--- config.mk ---
export PLATFORM = sky130hd
export DESIGN_NAME = alu_arbiter
export DESIGN_NICKNAME = d
export VERILOG_FILES = /design/src/rtl/alu_arb_pkg.sv /design/src/rtl/alu_arbiter_rr_arb2.sv /design/src/rtl/alu_arbiter.sv
export SDC_FILE = /design/constraint.sdc
export NUM_CORES = 1
export LEC_CHECK = 0
export CAP_MARGIN = 20
export CORE_AREA = 3 3 55 57
export DETAILED_ROUTE_END_ITERATION = 10
export DIE_AREA = 0 0 58 60
export DONT_BUFFER_PORTS = 1
export MAX_ROUTING_LAYER = met4
export REMOVE_ABC_BUFFERS = 1
export SLEW_MARGIN = 20
export SYNTH_ARGS = -nofsm -noshare
export SYNTH_HDL_FRONTEND = slang
export SYNTH_SLANG_ARGS = --single-unit
--- constraint.sdc ---
create_clock -name clk -period 1.7 [get_ports clk]
set_input_delay 0.17 -clock clk [delete_from_list [all_inputs] [get_ports clk]]
set_output_delay 0.17 -clock clk [all_outputs]
set_load 0.01 [all_outputs]
--- src/rtl/alu_arb_pkg.sv ---
// alu_arb_pkg: shared definitions for the two-port ALU arbiter.
// Holds the ALU opcode encodings, the requester ID type and the response-slot
// state enum used by alu_arbiter and rr_arb2.
package alu_arb_pkg;

    // ALU opcodes, forwarded to the ALU unmodified.
    localparam logic [2:0] ALU_ADD = 3'b000;
    localparam logic [2:0] ALU_SUB = 3'b001;
    localparam logic [2:0] ALU_NOT = 3'b010;
    localparam logic [2:0] ALU_SHL = 3'b011;
    localparam logic [2:0] ALU_SHR = 3'b100;
    localparam logic [2:0] ALU_AND = 3'b101;
    localparam logic [2:0] ALU_OR  = 3'b110;
    localparam logic [2:0] ALU_SLT = 3'b111;

    // Requester identifier: 0 = execute stage, 1 = address/branch unit.
    typedef logic req_id_t;

    // One-entry response register occupancy.
    typedef enum logic {
        EMPTY = 1'b0,
        FULL  = 1'b1
    } rsp_state_e;

endpackage

--- src/rtl/alu_arbiter_rr_arb2.sv ---
// rr_arb2: purely combinational 2-way round-robin picker.
// Ports:
//   valid_i    [1:0] request valid per requester
//   last_i           requester that won the previous grant
//   hold_i           give priority to last_i instead of rotating (lock)
//   grant_o    [1:0] one-hot grant, 2'b00 when nothing is valid
//   grant_id_o       index of the winner, 0 when nothing is valid
module rr_arb2
    import alu_arb_pkg::*;
(
    input  logic [1:0] valid_i,
    input  req_id_t    last_i,
    input  logic       hold_i,
    output logic [1:0] grant_o,
    output req_id_t    grant_id_o
);

    // Winner selection: a lone request wins outright; under contention the
    // requester that did not win last time is picked unless hold_i is set.
    always_comb begin
        grant_id_o = 1'b0;
        grant_o    = 2'b00;
        case (valid_i)
            2'b01: begin
                grant_id_o = 1'b0;
                grant_o    = 2'b01;
            end
            2'b10: begin
                grant_id_o = 1'b1;
                grant_o    = 2'b10;
            end
            2'b11: begin
                grant_id_o = hold_i ? last_i : ~last_i;
                grant_o    = grant_id_o ? 2'b10 : 2'b01;
            end
            default: begin
                grant_id_o = 1'b0;
                grant_o    = 2'b00;
            end
        endcase
    end

endmodule

--- src/rtl/alu_arbiter.sv ---
// alu_arbiter: shares one combinational 16-bit ALU between the execute stage
// (requester 0) and the address/branch-compare unit (requester 1). One request
// per cycle is granted round-robin; the ALU result is captured in a one-entry
// response register tagged with the winner's ID.
// Optional feature macro: ALU_ARB_LOCK_EN adds the req_lock port and a
// saturating lock counter allowing up to LOCK_MAX back-to-back grants.
// Ports:
//   clk, rst_n                 clock, asynchronous active-low reset
//   req_valid/req_ready [1:0]  per-requester handshake
//   req_a0/b0/op0, req_a1/b1/op1  operands and opcode per requester
//   req_lock [1:0]             lock request (ALU_ARB_LOCK_EN only)
//   alu_in1/alu_in2/alu_ctrl   drive the shared ALU
//   alu_out/alu_zero           ALU result and zero flag
//   rsp_valid/rsp_id/rsp_data/rsp_zero/rsp_ready  registered response
module alu_arbiter
    import alu_arb_pkg::*;
#(
    parameter int unsigned LOCK_MAX = 4
) (
    input  logic        clk,
    input  logic        rst_n,
    input  logic [1:0]  req_valid,
    output logic [1:0]  req_ready,
    input  logic [15:0] req_a0,
    input  logic [15:0] req_b0,
    input  logic [2:0]  req_op0,
    input  logic [15:0] req_a1,
    input  logic [15:0] req_b1,
    input  logic [2:0]  req_op1,
`ifdef ALU_ARB_LOCK_EN
    input  logic [1:0]  req_lock,
`endif
    output logic [15:0] alu_in1,
    output logic [15:0] alu_in2,
    output logic [2:0]  alu_ctrl,
    input  logic [15:0] alu_out,
    input  logic        alu_zero,
    output logic        rsp_valid,
    output req_id_t     rsp_id,
    output logic [15:0] rsp_data,
    output logic        rsp_zero,
    input  logic        rsp_ready
);

    if (LOCK_MAX < 1) begin : g_bad_lock_max
        $error("alu_arbiter: LOCK_MAX must be at least 1");
    end

    rsp_state_e  state_q, state_d;
    req_id_t     last_grant_q;
    req_id_t     rsp_id_q;
    logic [15:0] rsp_data_q;
    logic        rsp_zero_q;

    logic        slot_free_s;
    logic        hold_s;
    logic [1:0]  grant_s;
    req_id_t     grant_id_s;
    logic        transfer_s;

    // The slot can take a new result when empty or when it drains this cycle.
    assign slot_free_s = (state_q == EMPTY) | rsp_ready;

`ifdef ALU_ARB_LOCK_EN
    localparam int unsigned CNT_W = $clog2(LOCK_MAX + 1);

    logic [CNT_W-1:0] lock_cnt_q, lock_cnt_d;

    // The last winner keeps priority only while locked and below its budget.
    assign hold_s = req_lock[last_grant_q] & (lock_cnt_q < CNT_W'(LOCK_MAX));

    // Lock counter: counts consecutive locked grants to the same owner,
    // restarts on owner change and clears when the owner's lock drops.
    always_comb begin
        lock_cnt_d = lock_cnt_q;
        if (transfer_s) begin
            if (!req_lock[grant_id_s]) begin
                lock_cnt_d = CNT_W'(0);
            end else if (grant_id_s != last_grant_q) begin
                lock_cnt_d = CNT_W'(1);
            end else if (lock_cnt_q < CNT_W'(LOCK_MAX)) begin
                lock_cnt_d = lock_cnt_q + CNT_W'(1);
            end else begin
                lock_cnt_d = lock_cnt_q;
            end
        end else if (!req_lock[last_grant_q]) begin
            lock_cnt_d = CNT_W'(0);
        end else begin
            lock_cnt_d = lock_cnt_q;
        end
    end

    // Lock counter register.
    always_ff @(posedge clk or negedge rst_n) begin
        if (!rst_n) begin
            lock_cnt_q <= CNT_W'(0);
        end else begin
            lock_cnt_q <= lock_cnt_d;
        end
    end
`else
    assign hold_s = 1'b0;
`endif

    rr_arb2 u_rr_arb2 (
        .valid_i    (req_valid),
        .last_i     (last_grant_q),
        .hold_i     (hold_s),
        .grant_o    (grant_s),
        .grant_id_o (grant_id_s)
    );

    // Ready is gated by reset so no requester sees an accept while in reset.
    assign req_ready  = grant_s & {2{slot_free_s & rst_n}};
    assign transfer_s = |(req_valid & req_ready);

    // With no grant grant_id_s is 0, so the ALU idles on requester 0's operands.
    assign alu_in1  = grant_id_s ? req_a1  : req_a0;
    assign alu_in2  = grant_id_s ? req_b1  : req_b0;
    assign alu_ctrl = grant_id_s ? req_op1 : req_op0;

    // Response slot next-state logic.
    always_comb begin
        state_d = state_q;
        case (state_q)
            EMPTY: begin
                if (transfer_s) begin
                    state_d = FULL;
                end else begin
                    state_d = EMPTY;
                end
            end
            FULL: begin
                if (transfer_s) begin
                    state_d = FULL;
                end else if (rsp_ready) begin
                    state_d = EMPTY;
                end else begin
                    state_d = FULL;
                end
            end
            default: state_d = EMPTY;
        endcase
    end

    // State register; last_grant resets to 1 so requester 0 wins first contention.
    always_ff @(posedge clk or negedge rst_n) begin
        if (!rst_n) begin
            state_q      <= EMPTY;
            last_grant_q <= 1'b1;
        end else begin
            state_q <= state_d;
            if (transfer_s) begin
                last_grant_q <= grant_id_s;
            end else begin
                last_grant_q <= last_grant_q;
            end
        end
    end

    // Response payload capture on every accepted request.
    always_ff @(posedge clk or negedge rst_n) begin
        if (!rst_n) begin
            rsp_id_q   <= 1'b0;
            rsp_data_q <= 16'h0000;
            rsp_zero_q <= 1'b0;
        end else if (transfer_s) begin
            rsp_id_q   <= grant_id_s;
            rsp_data_q <= alu_out;
            rsp_zero_q <= alu_zero;
        end else begin
            rsp_id_q   <= rsp_id_q;
            rsp_data_q <= rsp_data_q;
            rsp_zero_q <= rsp_zero_q;
        end
    end

    assign rsp_valid = (state_q == FULL);
    assign rsp_id    = rsp_id_q;
    assign rsp_data  = rsp_data_q;
    assign rsp_zero  = rsp_zero_q;

endmodule

==> metrics.md <==
| Metric | Value |
|---|---|
| # nets final | `185` |
| Max Slew Vio Count | `0` |
| Tot GR Track Use | `0.156` |
| Hold Path Class | `in -> reg` |
| Final hold violation count | `0` |
| Worst setup margin | `about 35 ps` |
| Remaining DRCs | `0` |
| Post-route ant nets | `0` |
| Fin util | `0.510` |
| Crit path time final | `1660 ps` |
| Layout cells sized above 1 | `0.663` |
| Slowest cell delay on critical path | `400 ps` |
| Setup Skew | `around 8.5 ps` |
| Maxcap violations | `0` |
| Congestion Overflow GR | `0` |
| Worst R2R Start | `rsp_valid` |
| Sequential fraction of the synthesis area | `0.411` |
| Chip width | `58 um` |
| Starting Density | `0.484` |
| Dpl hpwl | `between 2000 and 3000 um` |
| Leakage | `0.524 nW` |
| CP Capture Point | `alu_in2[9]` |
| Num Clock Sinks | `20` |
| Max-Slew Margin vs Limit | `0.409` |
| Leading area contributor after synthesis | `mux2_2` |
| Placed inst area | `1240 um2` |
| Ranking of synthesized cells by area | `mux2_2, dfrtp_1, buf_6, dfstp_2, a21boi_0` |
| Critical path capture point type | `output port` |
| Mux contribution to synthesized area | `0.480` |
| Syn_area_per_cell | `13.6 um2` |
| Slew @ Worst Pin | `883 ps` |
| Pre-Repair DR Iteration Count | `2` |
| Root Buffer | `clkbuf_4` |
| Netlist cell types | `14` |
| Core area | `2520 um2` |
| CTS buffer count | `3` |
| Levels on crit path | `3` |
| Largest net degree at the start of global routing | `35` |
| Pre-CTS setup slack | `278 ps` |
| Critical path, cell by cell | `a21oi_4, buf_12, mux2_2` |
| H-tree depth | `1` |
| Crit path launch type | `flop` |
| Design area | `1290 um2` |
| Setup CP Type | `reg -> out` |
| Largest family of logic cells by synthesized area | `multiplexers` |
| Power density over the cells | `981 nW/um2` |
| CP startpoint | `last_grant_q` |
| Yosys reg bits | `20` |
| Share of the synthesized area in the top cell type | `0.462` |
| Mapped cell area | `about 1200 um2` |
| RSZ-0062 raised after global routing | `yes` |
| Synth Area in Compound Gates | `0.0451` |
| Via/cell ratio | `around 6.1` |
| Clk_lat worst skew | `290 ps` |
| RD Place Congestion | `0.683` |
| WP data required | `1530 ps` |
| Post-synthesis xor/xnor area fraction | `0` |
| Setup Viol. Count Final | `0` |
| Yosys warning total | `0` |
| Worst Path Arrival | `around 1500 ps` |
| Synth-to-layout area growth | `5.54%` |
| Post-synthesis adder-cell area fraction | `0` |
| CP top delay family | `flip-flops` |
| Clk pin slew, worst setup/hold paths | `approximately 110 ps` |
| Die height | `60 um` |
| Number of global-route vias before repair | `just under 800` |
| Final WL | `around 3100 um` |
| Status | `complete, no violations` |
| WL/cell | `25.4 um` |
| First-pass GRT wire length | `between 3000 and 4000 um` |
| R2R depth | `4` |
| Tot Pwr | `0.00126 W` |
| Fillers | `222` |
| WP buf/inv | `1` |
| Clock Path Buffers | `2` |
| Synth Area in Simple Gates | `0.0113` |
| Flop2flop setup slack | `270 ps` |
| RR Endpoint | `rsp_data[12]` |
| Port buffer count | `0` |
| Crit-path max FO | `34` |
| Detailed Route Iter0 Violations | `2` |
| Max VDD drop | `0.818 mV` |
| Maximum clock rate | `around 600 MHz` |
| Boundary pin count | `about 150` |
| CTS tree | `done` |
| Syn Inst Count | `90` |
| Standard-cell row count | `18` |
| Final period util | `0.979` |
| Initial antenna violation count | `1` |
| Critical-path top delay cell | `dfstp_2` |
| DIE AREA | `3480 um2` |
| Via Count | `roughly 750` |
[cell type report]
class / count / area [um2] / share of cell area
inverter: 4 / 15.0 / 0.0117
antenna: 1 / 2.50 / 0.00194
clock buffer: 4 / 36.3 / 0.0282
tap: 30 / 37.5 / 0.0292
multi-input combinational: 61 / 657 / 0.510
timing repair buffer: 3 / 37.5 / 0.0292
sequential: 20 / 502 / 0.390
[metal layers]
metal / track usage / wire length (um) / up-vias
met5: - / 0 / -
met3: 0.0454 / 346 / 2
met2: 0.306 / 1890 / 62
met4: 0.0497 / 9 / 0
li1: - / - / 329
met1: 0.141 / 875 / 359
[Yosys cell counts, drive strengths merged]
master,instances
nand2,1
o211ai,1
o2111ai,1
buf,5
mux2,52
dfstp,1
a21oi,1
nand2b,1
inv,4
dfrtp,19
nor2,1
a21boi,3
[cells in the final DEF, fill, tap and decap left out, types with 3 or more instances in the layout]
cell	n
inv_1	4
a21boi_0	3
dfrtp_1	19
clkbuf_4	3
mux2_2	52
[logic make-up after synthesis]
group / after synthesis
AND/OR/NAND/NOR: 3
multiplexers: 52
flip-flops: 20
buffers and inverters: 9
AO/OA/AOI/OAI: 6
[flip-flops by register name, indices dropped and copies added (netlist names)]
| register | cells |
|---|---|
| rsp_data | 16 |
| last_grant_q | 1 |
| rsp_id | 1 |
| rsp_valid | 1 |
| rsp_zero | 1 |
[how the worst min path moves through the flow]
stage                from          end  slack (ps)  cells after the start
6_report       alu_out[6]  rsp_data[6]          20                      1
5_1_grt        alu_out[7]  rsp_data[7]           1                      1
4_1_cts        alu_out[6]  rsp_data[6]           5                      1
3_5_place_dp        rst_n  rsp_data[0]        -130                      0
3_3_place_gp        rst_n     rsp_zero        -130                      0
2_1_floorplan       rst_n  rsp_data[0]        -130                      0
[what timing repair did]
item | CTS | global route
resized for setup | 0 | 3
hold buffers | 1 | 0
buffers inserted | 0 | 0
hold endpoints to repair | 20 | 0
setup endpoints to repair | 0 | 35
[report_power, final]
group          total (W)  internal (W)  switching, W  leakage, nW
Combinational   0.000335      0.000174      0.000160        0.270
Sequential      0.000667      0.000565      0.000102        0.232
Clock           0.000261      0.000130      0.000131       0.0210
Total            0.00126      0.000869      0.000393        0.524
[stage by stage]
step / std cells / hold WS (ps) / setup TNS, ps
finish: 123 / 20.3 / 0
global route: 123 / 1.47 / -776
CTS: 122 / 4.94 / 0
detailed placement: 117 / -125 / 0
global placement: 117 / -125 / 0
floorplan: 85 / -126 / -300
(Power assumes the default switching activity.)
==> RTL edit, RTL diff (config.mk and constraints unchanged) <==
Add a define of `ALU_ARB_LOCK_EN`.
--- a/src/rtl/alu_arbiter.sv
+++ b/src/rtl/alu_arbiter.sv
@@ -14,2 +14,4 @@
 //   rsp_valid/rsp_id/rsp_data/rsp_zero/rsp_ready  registered response
+`define ALU_ARB_LOCK_EN
+
 module alu_arbiter
Interface: changed (added req_lock); port bits go from 148 to 150. The function was not compared with the original's and may differ.
==> RTL edit against the original RTL <==
  * The flow now finishes with violations (negative setup slack)
  * Routed wire length grew 71%
  * Cell area is 58% higher
  * Setup slack worse by 0.32 ns
  * Hold slack gained 0.055 ns
  * Total power increased by 23%
  * Via count is 93% higher
  * Die area is the same
  * Fmax decreased by 16%
  * Sequential cell count is 3 higher
  * Sequential power is 12% higher
  * Cell count up 84%
  * Global-route usage is 16 points higher
  * Synthesized area up 37%
  * Critical endpoint is now alu_in1[10]
  * Largest cell class unchanged
  * Largest power group unchanged
==> RTL edit: results (changes against the original RTL) <==
[global_route]
grt_pass1_wl_mm=7.755  ; +100%
grt_pass1_vias=1555  ; +100%
use_met3_pct=6.695  ; +2.2 points
grt_util_met1_pct=35.07  ; +21 points
grt_use_total_pct=31.06  ; +16 points
grt.met2_usage_pct=52.26  ; +22 points
grt_max_degree=24  ; -31%

[finish]
fin_nets=291  ; +57%
final_cells=226  ; +84%

[routing]
first_iter_violations=81  ; +79
m1WireLength_mm=1.733  ; +98%
wl_mm=5.338  ; +71%
wl_met2_mm=2.844  ; +50%
dr_wl_met3_um=538  ; +55%
firstDrtPassIters=4  ; +2

[sta]
setup_viol=36  ; +36
fin_hold_ws_ns=0.07478  ; +0.05450 ns
finClkSkew_ns=0.003296  ; -0.005170 ns
setup_ws_ns=-0.2841  ; -0.3195 ns
worstMarginPinSlew_ns=0.5023  ; -0.3808 ns

[critical_path]
critical-path-max-stage-delay_ns=0.60  ; +0.20 ns
timing.rr.end=lock_cnt_q[2]
crit_path_end=alu_in1[10]
reg2reg_depth=6  ; +2
cp_max_fo=17  ; -50%

[placed_design]
dpl.cell_count=198  ; +69%
placed_cell_area_sq_mm=0.001724  ; +39%
gp_congestion=0.7937  ; +16%
hpwl_mm=3.690  ; +40%

[logic_synthesis]
synth_cell_types=34  ; +20
synth_seq_area_share_pct=34.56  ; -6.6 points
synth.top_cells.by_count=57 x nand2_1, 30 x mux2_4, 22 x dfrtp_1
syn_avg_cell_area_sq_um=9.935  ; -27%
synth_area_leaders=dfrtp_1 33%, mux2_4 27%, nand2_1 13%, mux2_2 3.4%, buf_6 2.0%

[min_path]
hp-start=rsp_ready

[outcome]
violations=negative setup slack
status=finished, violations left

[pwr]
leakagePower_nw=1.025  ; +96%
peakVddDrop_v=0.0007007  ; -14%

-- RTL edit: cell count changes in the layout (fill, tap and decap cells not counted), moves of 3 or more --
cell	delta
a21boi_0	-3
a21oi_1	+5
buf_4	+7
buf_6	+5
dfrtp_1	+3
dlygate4sd3_1	+17
mux2_2	-47
mux2_4	+30
nand2_1	+54
nor2_1	+5
o21ai_0	+5
-- RTL edit: cells by family (layout without fill, tap and decap cells) --
kind of cell / after synthesis / count (layout) / synth area share, %
AO/OA/AOI/OAI: 23 / 23 / 10.87
AND/OR/NAND/NOR: 74 / 74 / 18.82
other: 0 / 1 / 0
adder cells (fa/ha/maj): 1 / 1 / 0.7495
buffers and inverters: 12 / 39 / 4.647
multiplexers: 35 / 35 / 30.36
flip-flops: 23 / 23 / 34.56
-- RTL edit: final cells by class --
type,instances,area [sq um]
Multi-Input combinational cell,133,1066
Sequential cell,23,576.8
Fill cell,148,488.0
Timing Repair Buffer,33,316.6
Tap cell,30,37.54
Clock buffer,3,22.52
Inverter,2,7.507
Clock inverter,1,5.005
Antenna cell,1,2.502
-- RTL edit: worst reg2reg max path: stages (launching register included) --
cell and delay [ns]:
dfstp_2 0.60, nand2_2 0.09, o22ai_4 0.18, buf_6 0.15
a211oi_4 0.06, buf_6 0.13, a2111oi_4 0.32
-- RTL edit: stage by stage --
step	worst slack (ns)	power [mW]	TNS [ns]
2_1_floorplan	-0.5563	1.103	-17.05
3_3_place_gp	0.09342	1.208	0
3_5_place_dp	0.04803	1.220	0
4_1_cts	-0.2833	1.559	-10.01
5_1_grt	-0.3529	1.644	-11.98
6_report	-0.2841	1.558	-9.366
-- RTL edit: where the power goes --
part / switching (mW) / internal (mW)
Clock: 0.153 / 0.0875
Sequential: 0.113 / 0.631
Combinational: 0.288 / 0.285
